**src/rtl/light_sequencer.sv**
```systemverilog
// rtl/light_sequencer.sv - two-approach traffic light sequencer with pedestrian walk phase
module light_sequencer #(
    parameter int GREEN_LEN  = 20,
    parameter int YELLOW_LEN = 4,
    parameter int ALLRED_LEN = 2,
    parameter int WALK_LEN   = 10
) (
    input  logic       clk,
    input  logic       reset,
    input  logic       car_ns,
    input  logic       car_ew,
    input  logic       ped_req,
    input  logic       t_done,
    input  logic       t_flicker,
    output logic       t_start,
    output logic [4:0] t_length,
    output logic [2:0] ns_light,
    output logic [2:0] ew_light,
    output logic       walk,
    output logic       walk_flash
);

    typedef enum logic [2:0] {
        ALLRED_A  = 3'd0,
        NS_GREEN  = 3'd1,
        NS_YELLOW = 3'd2,
        ALLRED_B  = 3'd3,
        EW_GREEN  = 3'd4,
        EW_YELLOW = 3'd5,
        PED_WALK  = 3'd6
    } state_t;

    localparam logic DIR_NS = 1'b0;
    localparam logic DIR_EW = 1'b1;

    localparam logic [2:0] LIGHT_RED    = 3'b100;
    localparam logic [2:0] LIGHT_YELLOW = 3'b010;
    localparam logic [2:0] LIGHT_GREEN  = 3'b001;

    state_t state;
    state_t state_next;
    logic   entry;
    logic   post_reset;
    logic   ped_pending;
    logic   ped_pending_next;
    logic   next_dir;
    logic   next_dir_next;
    logic   advance;
    logic   ped_eff;

    // post_reset holds the sequencer still for one cycle so the first
    // entry pulse lands after reset is released, and masks any stale done.
    always_ff @(posedge clk) begin
        if (reset) begin
            state       <= ALLRED_A;
            entry       <= 1'b0;
            post_reset  <= 1'b1;
            ped_pending <= 1'b0;
            next_dir    <= DIR_NS;
        end else begin
            state       <= state_next;
            entry       <= advance | post_reset;
            post_reset  <= 1'b0;
            ped_pending <= ped_pending_next;
            next_dir    <= next_dir_next;
        end
    end

    assign advance = t_done & ~entry & ~post_reset;

    // A request arriving in the same cycle as a dwell ends already counts.
    assign ped_eff = ped_pending | (ped_req & (state != PED_WALK));

    always_comb begin
        state_next    = state;
        next_dir_next = next_dir;
        if (advance) begin
            unique case (state)
                ALLRED_A: begin
                    next_dir_next = DIR_NS;
                    state_next    = ped_eff ? PED_WALK : NS_GREEN;
                end
                NS_GREEN:  state_next = (car_ew | ped_eff) ? NS_YELLOW : NS_GREEN;
                NS_YELLOW: state_next = ALLRED_B;
                ALLRED_B: begin
                    next_dir_next = DIR_EW;
                    state_next    = ped_eff ? PED_WALK : EW_GREEN;
                end
                EW_GREEN:  state_next = (car_ns | ped_eff) ? EW_YELLOW : EW_GREEN;
                EW_YELLOW: state_next = ALLRED_A;
                PED_WALK:  state_next = (next_dir == DIR_EW) ? EW_GREEN : NS_GREEN;
                default:   state_next = ALLRED_A;
            endcase
        end
    end

    always_comb begin
        ped_pending_next = ped_eff;
        if (advance && (state_next == PED_WALK)) begin
            ped_pending_next = 1'b0;
        end
    end

    always_comb begin
        ns_light = LIGHT_RED;
        ew_light = LIGHT_RED;
        t_length = 5'(ALLRED_LEN);
        unique case (state)
            NS_GREEN: begin
                ns_light = LIGHT_GREEN;
                t_length = 5'(GREEN_LEN);
            end
            NS_YELLOW: begin
                ns_light = LIGHT_YELLOW;
                t_length = 5'(YELLOW_LEN);
            end
            EW_GREEN: begin
                ew_light = LIGHT_GREEN;
                t_length = 5'(GREEN_LEN);
            end
            EW_YELLOW: begin
                ew_light = LIGHT_YELLOW;
                t_length = 5'(YELLOW_LEN);
            end
            PED_WALK:  t_length = 5'(WALK_LEN);
            default:   t_length = 5'(ALLRED_LEN);
        endcase
    end

    assign t_start    = entry;
    assign walk       = (state == PED_WALK);
    assign walk_flash = walk & t_flicker;

endmodule

```
**config.mk**
```make
export PLATFORM = sky130hd
export DESIGN_NAME = light_sequencer
export DESIGN_NICKNAME = d
export VERILOG_FILES = /design/src/rtl/light_sequencer.sv
export SDC_FILE = /design/constraint.sdc
export NUM_CORES = 1
export LEC_CHECK = 0
export CORE_MARGIN = 2
export CORE_UTILIZATION = 36
export DETAILED_ROUTE_END_ITERATION = 10
export GPL_TIMING_DRIVEN = 0
export PLACE_DENSITY = 0.82
export SLEW_MARGIN = 20
export SYNTH_ARGS = -nofsm -noshare
export SYNTH_HDL_FRONTEND = slang
export SYNTH_SLANG_ARGS = --single-unit
```
**constraint.sdc**
```tcl
create_clock -name clk -period 1.21 [get_ports clk]
set_input_delay 0.363 -clock clk [delete_from_list [all_inputs] [get_ports clk]]
set_output_delay 0.363 -clock clk [all_outputs]
set_load 0.01 [all_outputs]
```
# Word-level counts from Yosys, hierarchy flattened

Index checks and enable logic that the tools add are counted.

Register bits: 7
Input bits: 7
Output and inout port bits: 14
Logic and storage cells: 42

Equal/unequal tests: 8
Mux-type cells: 12
Bitwise gates (word level): 10
Reduce and logical (&&, ||, !) cells: 7

Operators by type and width:

| kind                                                                  | count |
|---|---|
| 3-bit case mux with 6 select lines                                    | 1 |
| 5-bit case mux with 3 select lines                                    | 1 |
| 3-bit equality test, second input constant                            | 4 |
| 3-bit case mux with 2 select lines                                    | 2 |
| 3-bit two-way mux                                                     | 3 |
| 3-bit by 2-bit equality test with 1-bit output, second input constant | 2 |
| 2-bit OR reduction                                                    | 3 |
| 1-bit AND                                                             | 4 |
| 2-bit two-way mux                                                     | 2 |
| 1-bit OR                                                              | 4 |
| 3-bit by 1-bit equality test with 1-bit output, second input constant | 1 |
| 3-bit logical NOT                                                     | 1 |
| 3-bit inequality test, second input constant                          | 1 |
| 1-bit two-way mux                                                     | 2 |
| 1-bit inverter                                                        | 2 |
| 1-bit case mux with 2 select lines                                    | 1 |
| 2-bit AND reduction                                                   | 1 |
| 2-bit nonzero test                                                    | 1 |
| 1-bit logical AND                                                     | 1 |

# Depth between registers and ports, before layout

Gate-level depths: netlist of the first run.

Word-level depth: 10
Mapped depth: 5
Mapped depth without buffers: 4

# Least setup slack after synthesis of the first run

Ideal clock, no wire load.

Path kind: reg-to-output
Start point: register state[0]
End point: output t_length[2]
Arrival time: 1.066 ns
Data required time: 0.847 ns
Setup slack: -0.219 ns
Stages on the path, launching flop included: 5
Buffers on the path: 1
Cell sequence: dfxtp_1 buf_2 nor2_1 xor2_1 inv_1

Cells in the longest elaborated chain, start to end: 3
Elaborated cells between the ends (all ways): 8
Those cells by class: eq/ne: 5; mux: 1; reduce/logical: 2

Ends and longest elaborated chain:

| element                                           | line | text |
|---|---|---|
| start: declaration                                | 40   | `state_t state;` |
| start signal: assignment                          | 61   | `state <= state_next;` |
| 3-bit equality test, or another cell as far along | 108  | `unique case (state)` |
| 2-bit OR reduction (no line)                      | --   |  |
| 5-bit case mux with 3 select lines *              | 108  |  |
| end: declaration                                  | 16   | `output logic [4:0] t_length,` |

Every way passes the cells marked *; elsewhere a longest branch is shown, timed or not.

# Final worst setup path of the first run

Start point: register state[1]
End point: output ns_light[2]

Cells in the longest elaborated chain, start to end: 2
Elaborated cells between the ends (all ways): 3
Those cells by class: eq/ne: 2; mux: 1

Ends and longest elaborated chain:

| element                                                                                                          | line | text |
|---|---|---|
| 3-bit by 2-bit equality test with 1-bit output or 3-bit by 1-bit equality test with 1-bit output (tied branches) | 108  |  |
| 3-bit case mux with 2 select lines *                                                                             | 108  |  |
| end: declaration                                                                                                 | 17   | `output logic [2:0] ns_light,` |

Marked as above.

==> impl_metrics.toml, run 1 <==
[worst_setup_path]
path_common_cell = "buf_6"
r2r_end = "state[1]$_SDFF_PP0_"
crit_path_end_kind = "output port"
critPathMaxStageDelay_ps = 340
worstSetupStartpointType = "register"
rr_worst_depth = 6
cp_cell_sequence = "buf_6, nor2b_4, buf_6, nor2b_4, nor2_4, buf_6"
timing.rr.start = "state[0]$_SDFF_PP0_"
arrival_ps = 1340
path_class = "reg -> out"
path_max_fanout = 3
critical-path-slowest-cell = "dfxtp_2"
critPathRequiredTime_ps = 850
r2r_setup_slack_ps = -330

[logic_synthesis]
syn_area_per_cell_sq_um = 7.72
syn_inst = 64
synth_nets = 71
synth_edf_count = 0
yosysWarnings = 0
ys.flop_type = "dfxtp_1"
syn_area_sq_um = 494
synthDistinctLibCells = 31
ys_ff_latch = 7
ys_seq_area_share_pct = 28.4
synth-async-reset-ratio_pct = 0

[floorplan]
ios = 21
die_w_um = 41.1
start_util_pct = 38.5
dieArea_sq_mm = 0.00169
fp.dieH_um = 41.1
coreArea_sq_mm = 0.00128
num_rows = 13

[timing]
rsz0062_at_grt = "yes"
clock_skew_ps = 16.2
finalCritPeriodShare_pct = 141
slew_violations = 0
final-hold-violation-count = 0
holdWs_ps = 516
fin_ws_ps = -490
setup_violations = 16
max_freq_ghz = 0.588
post-route-min-period_ps = 1700

[layout]
multiInputGateArea_sq_um = 454
final_design_area_no_fill_sq_mm = 0.00105
nNetsFinal = 111
diodes = 0
final_core_util_pct = 81.5
drive_above_1_share_pct = 67.0
num-fill-cells = 74
ff_latch_area_sq_um = 150
finalNonFillerCells = 118
area_growth_pct = 112

[clock_network]
clk_path_buf_depth = 2
cts_tree = "built"
cts.sinks = 7
clock-root-buffer = "clkbuf_4"
cts_made_buffers = 3
cts_htree_levels = 1
path_clk_slew_ps = 60
clk_latency_ps = 280

[power_and_ir_drop]
pwr-share-seq_pct = 32.1
p_int_mw = 0.542
pwr_density_cell_mw_per_mm2 = 779
p_comb_share_pct = 39.3
sw_frac_of_total_pct = 33.5
clock_power_share_pct = 28.6
p_leak_nw = 0.454
switchingPower_mw = 0.273
ir_drop_v = 0.000843

[placement]
dp_slack_ps = -638
dp_hpwl_um = 984
io_buffer_count = 19
dp.cells = 98
placed_area_sq_um = 758
place.gp.congestion = 0.903

[worst_hold_path]
holdPathEnd = "t_start$_SDFF_PP0_"
hold_depth = 3
min_from = "t_done"
hp-class = "in -> reg"

[detailed_routing]
ant_nets = 0
drtIter0Drc = 10
dr.pass1.iters = 4
via_count = 621
routed_wl_um = 1880
wire_per_inst_um = 16.0
vias_per_cell = 5.26
drcViolationCount = 0

[run_status]
violations = "negative setup slack"
status = "finished with violations"

[grt]
grt_max_degree = 9
first_global_vias = 551
grt.total_usage_pct = 24.2
gr-total-overflow = 0
grt_pass1_wl_um = 2440
antenna_found_initial = 0

[run]
maxCapViolations = 0
-- kinds of logic (layout without fill, tap and decap cells) --
logic type	Yosys count	in the layout	synth area share, %
buffers and inverters	8	47	8.86
other	1	1	0.759
AOI/OAI and AO/OA	13	13	21.5
xor gates and xnor gates	2	2	3.54
DFF	7	7	28.4
and+or+nand+nor	33	33	37.0
-- layer usage --
metal | vias to the layer above | track usage [%] | part of all wire (%)
met5 | - | 0 | 0
met4 | 0 | 10.8 | 2.2
met3 | 4 | 9.78 | 5.9
met2 | 23 | 43.8 | 54
met1 | 299 | 23.5 | 38
li1 | 295 | - | -
-- worst max path at each step --
stage                        endpoint  cells past startpoint                start  slack, ps
after global placement     walk_flash                      3            t_flicker       -630
after floorplan           ns_light[2]                      4  state[1]$_SDFF_PP0_        -50
after global routing      ns_light[2]                      6  state[1]$_SDFF_PP0_       -520
final                     ns_light[2]                      6  state[1]$_SDFF_PP0_       -490
after detailed placement  ns_light[1]                      4  state[1]$_SDFF_PP0_       -640
after CTS                 ns_light[2]                      6  state[1]$_SDFF_PP0_       -440
-- synthesized netlist by cell type, types with 3 or more instances --
cell / number / share of area, %
dfxtp_1: 7 / 28
nand2_1: 7 / 5.3
nor2_1: 7 / 5.3
a21oi_1: 4 / 4.1
buf_4: 3 / 4.6
inv_1: 3 / 2.3
nor3_1: 3 / 3.0
-- what timing repair did --
| action | 4_1_cts | 5_1_grt |
|---|---|---|
| buffers inserted | 13 | 4 |
| pin swaps | 8 | 8 |
| endpoints found under the setup margin | 18 | 18 |
| gates resized for setup | 87 | 16 |
| hold buffers | 0 | 0 |
-- cell type report --
cell class / count / area share [%]
Multi-Input combinational cell: 49 / 43.4
Sequential cell: 7 / 14.3
Timing Repair Buffer: 35 / 30.9
Tap cell: 15 / 1.79
Inverter: 3 / 1.31
Clock buffer: 4 / 2.51
Buffer: 5 / 5.73
-- power by group through the flow --
stage	clock network, mW	logic [mW]	registers, mW
4_1_cts	0.218	0.286	0.258
3_5_place_dp	0	0.221	0.266
2_1_floorplan	0	0.125	0.264
3_3_place_gp	0	0.214	0.265
5_1_grt	0.249	0.343	0.263
6_report	0.233	0.321	0.262
-- state kept, by name, indices dropped and copies added (netlist names) --
| signal | count |
|---|---|
| state | 3 |
| next_dir | 1 |
| ped_pending | 1 |
| post_reset | 1 |
| t_start | 1 |
-- per-stage QoR --
stage          power (mW)  TNS (ps)
3_5_place_dp        0.488     -8900
3_3_place_gp        0.480     -8390
4_1_cts             0.763     -4500
6_report            0.816     -5430
5_1_grt             0.854     -6140
2_1_floorplan       0.389      -121
-- cell usage in the layout (no fill, tap or decap), types with 2 or more instances in the layout --
master,netlist,layout
buf_6,0,17
buf_4,3,7
buf_2,2,7
nand2_1,7,6
nor2_4,0,4
buf_8,0,3
nor2b_4,1,3
a21oi_1,4,3
clkbuf_4,0,3
clkdlybuf4s50_1,0,3
dfxtp_1,7,3
nor2_1,7,2
o21ai_0,2,2
nand3b_1,2,2
nor3_2,0,2
dlygate4sd2_1,0,2
dfxtp_4,0,2
dfxtp_2,0,2
-- worst max-delay path, delay by kind of cell, from the launching register on --
family,cells,cell delay (ps)
and+or+nand+nor,3,380
DFF,1,340
buffers and inverters,3,330
Power figures use the tool's default switching activity.
==> run 2, diff against run 1 <==
Settings changed: CORE_UTILIZATION 36 to 38, CTS_BUF_LIST set to sky130_fd_sc_hd__clkbuf_4, PLACE_DENSITY 0.82 to 0.86, SETUP_SLACK_MARGIN set to 0.15.
==> impl_metrics.toml, run 2 (synthesis gave the netlist of run 1 again) <==
[timing]
fin_ws_ps = -515
post-route-min-period_ps = 1730
setup_violations = 17
finalCritPeriodShare_pct = 143
final-hold-violation-count = 0
rsz0062_at_grt = "yes"
slew_violations = 0
max_freq_ghz = 0.580
holdWs_ps = 522
clock_skew_ps = 13.4

[layout]
layout_common_cells = "buf_6, buf_4, nand2_1"
area_growth_pct = 115
largest_register_ffs = 3
finalNonFillerCells = 120
final_common_cell = "buf_6"
drive_above_1_share_pct = 69.8
nNetsFinal = 114
final_design_area_no_fill_sq_mm = 0.00106
regMostFlops = "state"
diodes = 0

[detailed_routing]
drcViolationCount = 0
via_count = 694
vias_per_cell = 5.78
wire_per_inst_um = 19.1
dr.pass1.iters = 4
ant_nets = 0
routed_wl_um = 2290
drtIter0Drc = 15

[floorplan]
dieArea_sq_mm = 0.00161
ios = 21
die_w_um = 40.1
fp.dieH_um = 40.1
coreArea_sq_mm = 0.00116
num_rows = 12
start_util_pct = 42.7

[grt]
antenna_found_initial = 0
grt_max_degree = 8
grt_pass1_wl_um = 2880
first_global_vias = 624
gr-total-overflow = 0
grt.total_usage_pct = 28.5

[worst_setup_path]
rr_worst_depth = 7
worstSetupStartpointType = "register"
critPathRequiredTime_ps = 850
worstSetupEndpoint = "ns_light[2]"
critical-path-slowest-cell = "dfxtp_2"
cp_cell_sequence = "buf_6, nor2b_4, buf_6, nor2b_4, nor2_4, buf_6"
timing.rr.start = "state[1]$_SDFF_PP0_"
crit_family = "simple AND/OR/NAND/NOR gates"
arrival_ps = 1360
path_class = "reg -> out"
cp_num_buf_inv = 3
crit_path_end_kind = "output port"
r2r_setup_slack_ps = -230
critPathMaxStageDelay_ps = 340
cp.depth = 6
crit_path_start = "state[1]$_SDFF_PP0_"
r2r_end = "state[0]$_SDFF_PP0_"
path_common_cell = "buf_6"
path_max_fanout = 4

[placement]
dp_hpwl_um = 863
io_buffer_count = 19
place.gp.congestion = 0.858
placed_area_sq_um = 776
dp.cells = 97

[power_and_ir_drop]
total_power_mw = 0.853
pwr_density_cell_mw_per_mm2 = 801
p_leak_nw = 0.450
ir_drop_v = 0.000611

[clock_network]
clock-root-buffer = "clkbuf_4"
clk_path_buf_depth = 2
cts.sinks = 7
cts_tree = "built"
cts_htree_levels = 1
clk_latency_ps = 280
path_clk_slew_ps = 60
cts_made_buffers = 3

[run]
maxCapViolations = 0

[run_status]
violations = "negative setup slack"
status = "finished with violations"

[worst_hold_path]
hold_depth = 3
hp-class = "in -> reg"
## run 2: cell types whose count changed in the layout (fill, tap and decap cells not counted), sizes merged
cell / previous run / this run
dlymetal6s2s: 1 / 0
clkdlybuf4s15: 0 / 1
buf: 34 / 37
## run 2: layout make-up
class                      instances  area [sq um]
multi-input combinational         49           450
inverter                           3          11.3
clock buffer                       4          30.0
fill                              41          91.3
tap                               14          17.5
buffer                             5          60.1
timing repair buffer              38           342
sequential                         7           154
## run 2: worst min-delay path by stage
stage                               start                     to
finish                             t_done     t_start$_SDFF_PP0_
global route                       t_done     t_start$_SDFF_PP0_
CTS                 next_dir$_SDFFE_PP0P_  next_dir$_SDFFE_PP0P_
detailed placement     post_reset$_DFF_P_     t_start$_SDFF_PP0_
global placement       post_reset$_DFF_P_     t_start$_SDFF_PP0_
floorplan                           reset     post_reset$_DFF_P_
## run 2: layer usage
| layer | wire (um) | track usage (%) |
|---|---|---|
| met1 | 809 | 31.9 |
| met2 | 1170 | 48.4 |
| met3 | 163 | 11.1 |
| met4 | 145 | 10.3 |
| met5 | 0 | 0 |
## run 2: per-stage QoR
stage | util, % | setup TNS, ps | setup WS, ps
after floorplan | - | -110 | -49.6
after global placement | 67.1 | -8140 | -625
after detailed placement | 67.1 | -8340 | -623
after CTS | 87.3 | -4200 | -426
after global routing | 92.1 | -6310 | -557
final | 92.1 | -5620 | -515
## run 2: timing repair
action,CTS,global route
resized for setup,86,10
buffers inserted,17,2
hold buffers,0,0
pin swaps,12,8
setup endpoints to repair,18,18
## run 2: worst register-to-register path: stages, from the launching register on
cell,delay [ps]
dfxtp_2,330
buf_6,120
buf_4,130
buf_6,120
buf_6,110
nor4_4,120
nand3b_1,130
a311oi_2,290
## run 2: report_power, final
part | internal (mW) | leakage (nW) | total, mW | switching (mW)
Sequential | 0.242 | 0.0601 | 0.263 | 0.0210
Clock | 0.150 | 0.0184 | 0.258 | 0.108
Combinational | 0.179 | 0.371 | 0.333 | 0.153
Total | 0.571 | 0.450 | 0.853 | 0.282
==> run 3, diff against run 2 <==
Settings changed: CORE_AREA set to 2 2 39 41, CORE_MARGIN 2 to not set, CORE_UTILIZATION 38 to not set, DIE_AREA set to 0 0 41 43, PLACE_DENSITY 0.86 to 0.81.
Clock period 1.21 ns to 2 ns, I/O delays scaled along.
==> impl_metrics.toml, run 3 (synthesis gave the netlist of run 1 again) <==
[run_status]
status = "finished clean"

[layout]
final_core_util_pct = 60.9
num-fill-cells = 122
largest_register_ffs = 3
regMostFlops = "state"
drive_above_1_share_pct = 45.9
area_growth_pct = 70.6
nNetsFinal = 106
final_common_cell = "buf_4"
ff_latch_area_sq_um = 149
diodes = 0
layout_common_cells = "buf_4, buf_6, nand2_1, clkdlybuf4s50_1"
final_design_area_no_fill_sq_um = 843
multiInputGateArea_sq_um = 348

[clock_network]
clk_path_buf_depth = 2
path_clk_slew_ps = 50
cts_made_buffers = 3
clk_latency_ps = 260
clock-root-buffer = "clkbuf_4"
cts.sinks = 7
cts_hold_buf = 0
cts_tree = "built"
cts_htree_levels = 1

[worst_setup_path]
crit_path_end_kind = "output port"
critPathMaxStageDelay_ps = 320
cp_num_buf_inv = 3
crit_family = "buffers and inverters"
path_class = "reg -> out"
path_max_fanout = 5
timing.rr.start = "state[1]$_SDFF_PP0_"
cp_cell_sequence = "buf_6, nor2b_4, buf_6, nor2b_4, nor2_1, buf_2"
arrival_ps = 1250
crit_path_start = "state[1]$_SDFF_PP0_"
worstSetupStartpointType = "register"
critical-path-slowest-cell = "dfxtp_2"
critPathRequiredTime_ps = 1400

[placement]
place.gp.congestion = 0.855
dp_hpwl_um = 847
io_buffer_count = 19
placed_area_sq_um = 704

[timing]
post-route-min-period_ps = 1850
slew_violations = 0
setup_violations = 0
final-hold-violation-count = 0
finalCritPeriodShare_pct = 92.3
clock_skew_ps = 4.59
max_freq_ghz = 0.542
rsz0062_at_grt = "yes"

[floorplan]
dieArea_sq_mm = 0.00176
num_rows = 14
fp.dieH_um = 43
ios = 21
start_util_pct = 35.7
die_w_um = 41
coreArea_sq_mm = 0.00138

[worst_hold_path]
hp-class = "reg -> reg"
min_from = "next_dir$_SDFFE_PP0P_"

[power_and_ir_drop]
pwr_density_cell_mw_per_mm2 = 519
p_leak_nw = 0.380
total_power_mw = 0.438
ir_drop_v = 0.000423

[grt]
antenna_found_initial = 0
grt_max_degree = 11
first_global_vias = 451
grt.total_usage_pct = 17.8
gr-total-overflow = 0
grt_pass1_wl_um = 2040

[detailed_routing]
wire_per_inst_um = 12.0
vias_per_cell = 4.95
wirelength_met1_um = 564
drtIter0Drc = 20
routed_wl_um = 1370
via_count = 564
wl_met2_um = 731
wl_met3_um = 61
drcViolationCount = 0
dr.pass1.iters = 4
top_layer_used = "met4"
ant_nets = 0

[run]
maxCapViolations = 0
==> run 3: cell types whose count changed in the layout (fill, tap and decap cells not counted), sizes merged <==
cell           before  now
buf                37   22
clkbuf              4    9
clkdlybuf4s15       1    0
clkdlybuf4s50       3    6
==> run 3: stage by stage <==
step	std cells	TNS (ps)	hold WS, ps	setup WS [ps]
after global routing	114	0	555	83.2
after global placement	99	-561	465	-316
final	114	0	521	155
after detailed placement	99	-761	491	-317
after floorplan	64	0	453	334
after CTS	109	0	509	51.7
==> run 3: per-layer routing <==
layer / up-vias / GRT usage [%]
li1: 287 / -
met1: 262 / 23.0
met2: 13 / 25.6
met3: 2 / 6.28
met4: 0 / 8.00
met5: - / 0
==> run 3: final cells by class <==
type | count | area share (%)
clock buffer | 4 | 3.56
buffer | 5 | 6.68
multi-input combinational | 49 | 41.2
tap | 16 | 2.37
timing repair buffer | 30 | 27.2
inverter | 3 | 1.34
sequential | 7 | 17.7
==> run 3: power breakdown <==
group	switching, mW	internal [mW]
logic	0.0624	0.0742
clock network	0.0535	0.0898
registers	0.0113	0.147
==> run 3: worst reg2reg max path, cell delays in order, from the launching register on <==
cell and delay, ps:
dfxtp_2 320, buf_6 120, nor2b_4 130, buf_6 110
buf_4 130, buf_4 130, a2111oi_4 340, nor3_1 100
a211oi_2 170
==> run 3: path summary, 6_finish.rpt <==
| kind | end | slack [ps] | depth (start not counted) |
|---|---|---|---|
| max reg2reg | ped_pending$_SDFF_PP0_ | 380 | 8 |
| max | ns_light[2] | 150 | 6 |
| min | next_dir$_SDFFE_PP0P_ | 520 | 2 |
| min reg2reg | next_dir$_SDFFE_PP0P_ | 520 | 2 |
==> run 3: repair_timing <==
action                                  4_1_cts  5_1_grt
endpoints found under the setup margin       12       13
hold endpoints to repair                      0        0
buffers inserted                              6        5
pin swaps                                     3        2
resized for setup                            49       18
==> RTL edit (config.mk and constraints of run 3) <==
Add an input register stage for `car_ns`, `car_ew`, `ped_req`, `t_done` and `t_flicker`, without a reset; this delays them by one clock.
--- a/src/rtl/light_sequencer.sv
+++ b/src/rtl/light_sequencer.sv
@@ -37,6 +37,20 @@
     localparam logic [2:0] LIGHT_YELLOW = 3'b010;
     localparam logic [2:0] LIGHT_GREEN  = 3'b001;
 
+    logic car_ns_q;
+    logic car_ew_q;
+    logic ped_req_q;
+    logic t_done_q;
+    logic t_flicker_q;
+
+    always_ff @(posedge clk) begin
+        car_ns_q    <= car_ns;
+        car_ew_q    <= car_ew;
+        ped_req_q   <= ped_req;
+        t_done_q    <= t_done;
+        t_flicker_q <= t_flicker;
+    end
+
     state_t state;
     state_t state_next;
     logic   entry;
@@ -66,10 +80,10 @@
         end
     end
 
-    assign advance = t_done & ~entry & ~post_reset;
+    assign advance = t_done_q & ~entry & ~post_reset;
 
     // A request arriving in the same cycle as a dwell ends already counts.
-    assign ped_eff = ped_pending | (ped_req & (state != PED_WALK));
+    assign ped_eff = ped_pending | (ped_req_q & (state != PED_WALK));
 
     always_comb begin
         state_next    = state;
@@ -80,13 +94,13 @@
                     next_dir_next = DIR_NS;
                     state_next    = ped_eff ? PED_WALK : NS_GREEN;
                 end
-                NS_GREEN:  state_next = (car_ew | ped_eff) ? NS_YELLOW : NS_GREEN;
+                NS_GREEN:  state_next = (car_ew_q | ped_eff) ? NS_YELLOW : NS_GREEN;
                 NS_YELLOW: state_next = ALLRED_B;
                 ALLRED_B: begin
                     next_dir_next = DIR_EW;
                     state_next    = ped_eff ? PED_WALK : EW_GREEN;
                 end
-                EW_GREEN:  state_next = (car_ns | ped_eff) ? EW_YELLOW : EW_GREEN;
+                EW_GREEN:  state_next = (car_ns_q | ped_eff) ? EW_YELLOW : EW_GREEN;
                 EW_YELLOW: state_next = ALLRED_A;
                 PED_WALK:  state_next = (next_dir == DIR_EW) ? EW_GREEN : NS_GREEN;
                 default:   state_next = ALLRED_A;
@@ -129,7 +143,7 @@
 
     assign t_start    = entry;
     assign walk       = (state == PED_WALK);
-    assign walk_flash = walk & t_flicker;
+    assign walk_flash = walk & t_flicker_q;
 
 endmodule
 
Function: changed (a bounded check fails within 4 cycles, from zero or initial values and one cycle with reset high).
==> RTL edit against run 3 <==
  * Synthesized area grew 22%
  * Routed wire length grew 5.9%
  * Via count rose by 8.3%
  * Core utilization rose by 8.3 points
  * Sequential power grew 66%
  * Sequential share of layout area increased by 8.3 points
  * Total power rose by 28%
  * Sequential cell count grew 5
  * Register-to-register slack gained 90 ps
  * First-iteration DRC count is 15% lower
  * Worst setup slack worse by 30 ps
  * Die area unchanged
  * Design area rose by 14%
==> RTL edit: results (changes against run 3) <==
| Metric | Value |
|---|---|
| Synth warn | 0 (unchanged) |
| Nets | 107 (+0.94%) |
| Tot GR Track Use | 17.0% (-0.79 points) |
| Critical Path End | ns_light[0] |
| LEAKAGE | 0.425 nW (+12%) |
| Cts bufs inserted | 3 (unchanged) |
| H-tree depth | 1 (unchanged) |
| Routed WL | 1.45 mm (+5.9%) |
| Initial antenna violation count | 0 (unchanged) |
| I/O Buffers | 19 (unchanged) |
| Detailed Route Iter0 Violations | 17 (-15%) |
| Share of flip-flops with an asynchronous set or reset | 0% (unchanged) |
| Seq/Total Area, Yosys | 40.0% (+12 points) |
| Area contributors post-synth | dfxtp_1 40%, nor3b_2 4.2%, and3b_2 3.3%, xnor2_1 2.9%, o41ai_2 2.7% |
| Crit path launch | state[1] |
| CTS clock-pin slew for the worst setup and hold paths | 70 ps (+20 ps) |
| Crit share post-route | 93.8% (+1.5 points) |
| Hold path depth | 2 (unchanged) |
| Worst R2R End | ped_pending |
| Clock latency on the worst-skew pair | 270 ps |
| Routability cong. | 0.725 (-15%) |
| Overflow after GRT | 0 (unchanged) |
| Top reg by flops | state |
| Root buf cell | clkbuf_4 |
| HPWL Detailed | 839 um (-1.0%) |
| Post-DR vias/cell | 5.31 (+7.4%) |
| Antenna diode count | 0 (unchanged) |
| Syn nets | 71 (unchanged) |
| Worst clock skew | 0.641 ps (-3.95 ps) |
| CP arrival | 1280 ps (+30 ps) |
| Distinct cells, synth | 34 (+9.7%) |
| VDD IR max | 357 uV (-16%) |
| Largest register FFs | 3 (unchanged) |
| NetSw | 0.000154 W (+21%) |
| FF-to-FF path depth | 5 (-3) |
| Layout cells sized above 1 | 47.5% (+1.6 points) |
| Status | finished, final reports clean |
| Setup WS pre-CTS | -124 ps (+193 ps) |
| Largest net degree at the start of global routing | 11 (unchanged) |
| Global-route wire length before repair | 1.97 mm (-3.4%) |
| # fillers | 101 (-17%) |
| Reg-to-reg setup timing slack | 470 ps (+90 ps) |
| Number of global-route vias before repair | 473 (+4.9%) |
| Top cells by count, synth | 12 x dfxtp_1, 4 x nor2_1, 3 x buf_2, 3 x inv_1, 3 x nand2_1 |
| FF-to-FF Start | state[2] |
| CP Max Fanout | 4 (-1) |
| Initial DRT Pass Iterations | 4 (unchanged) |
| Worst min-delay path class | flip-flop to flip-flop |
## RTL edit: cell types whose count changed in the layout (fill, tap and decap cells not counted), moves of 3 or more
cell | before | now
buf_6 | 6 | 9
dfxtp_1 | 4 | 9
nand2_1 | 6 | 3
nor2_1 | 5 | 2
## RTL edit: layout make-up
type | count | area, sq um | share of cell area [%]
buffer | 6 | 53.8 | 5.61
clock buffer | 3 | 22.5 | 2.35
clock inverter | 1 | 3.75 | 0.392
inverter | 3 | 11.3 | 1.17
multi-input combinational | 43 | 347 | 36.2
sequential | 12 | 249 | 26.0
tap | 16 | 20.0 | 2.09
timing repair buffer | 31 | 251 | 26.2
## RTL edit: per-stage QoR
stage          area (sq um)  cells  utilization, %
6_report                958    115            69.3
5_1_grt                 958    115            69.3
4_1_cts                 918    113            66.4
3_5_place_dp            811     99            58.6
3_3_place_gp            811     99            58.6
2_1_floorplan           601     64               -
## RTL edit: worst max-delay path: stages (launching register included)
cell	delay [ps]
dfxtp_2	340
buf_6	120
buf_6	110
nor3b_4	190
buf_4	150
buf_6	90
## RTL edit: repair_timing
action | in CTS | in global routing
endpoints found under the setup margin | 12 | 9
resized for setup | 46 | 18
pin swaps | 3 | 4
setup buffers | 10 | 2
hold endpoints to repair | 0 | 0
## RTL edit: metal layers
metal  vias to the layer above  track usage [%]  part of all wire, %
li1                        295                -                    -
met1                       291             17.4                   43
met2                        18             28.4                   50
met3                         7             4.71                  4.5
met4                         0             10.0                  2.1
met5                         -                0                    0
## RTL edit: power groups by stage
stage	Sequential [W]	Clock [W]	Combinational [W]
final	0.000263	0.000152	0.000148
after global routing	0.000264	0.000168	0.000160
after CTS	0.000262	0.000158	0.000130
after detailed placement	0.000271	0	0.000114
after global placement	0.000270	0	0.000113
after floorplan	0.000268	0	0.0000622
## RTL edit: kinds of logic after synthesis
group / share of synthesized area, %
and+or+nand+nor: 28.3
AOI/OAI and AO/OA: 17.7
DFF: 40.0
buffers and inverters: 8.75
xor gates and xnor gates: 2.92
muxes: 1.67
other: 0.624
## RTL edit: worst min-delay path by stage
stage                     startpoint       end  slack, ps
after global routing        next_dir  next_dir        560
after global placement      t_done_q   t_start        490
after floorplan             next_dir  next_dir        460
after CTS                   next_dir  next_dir        520
final                       next_dir  next_dir        520
after detailed placement    next_dir  next_dir        500
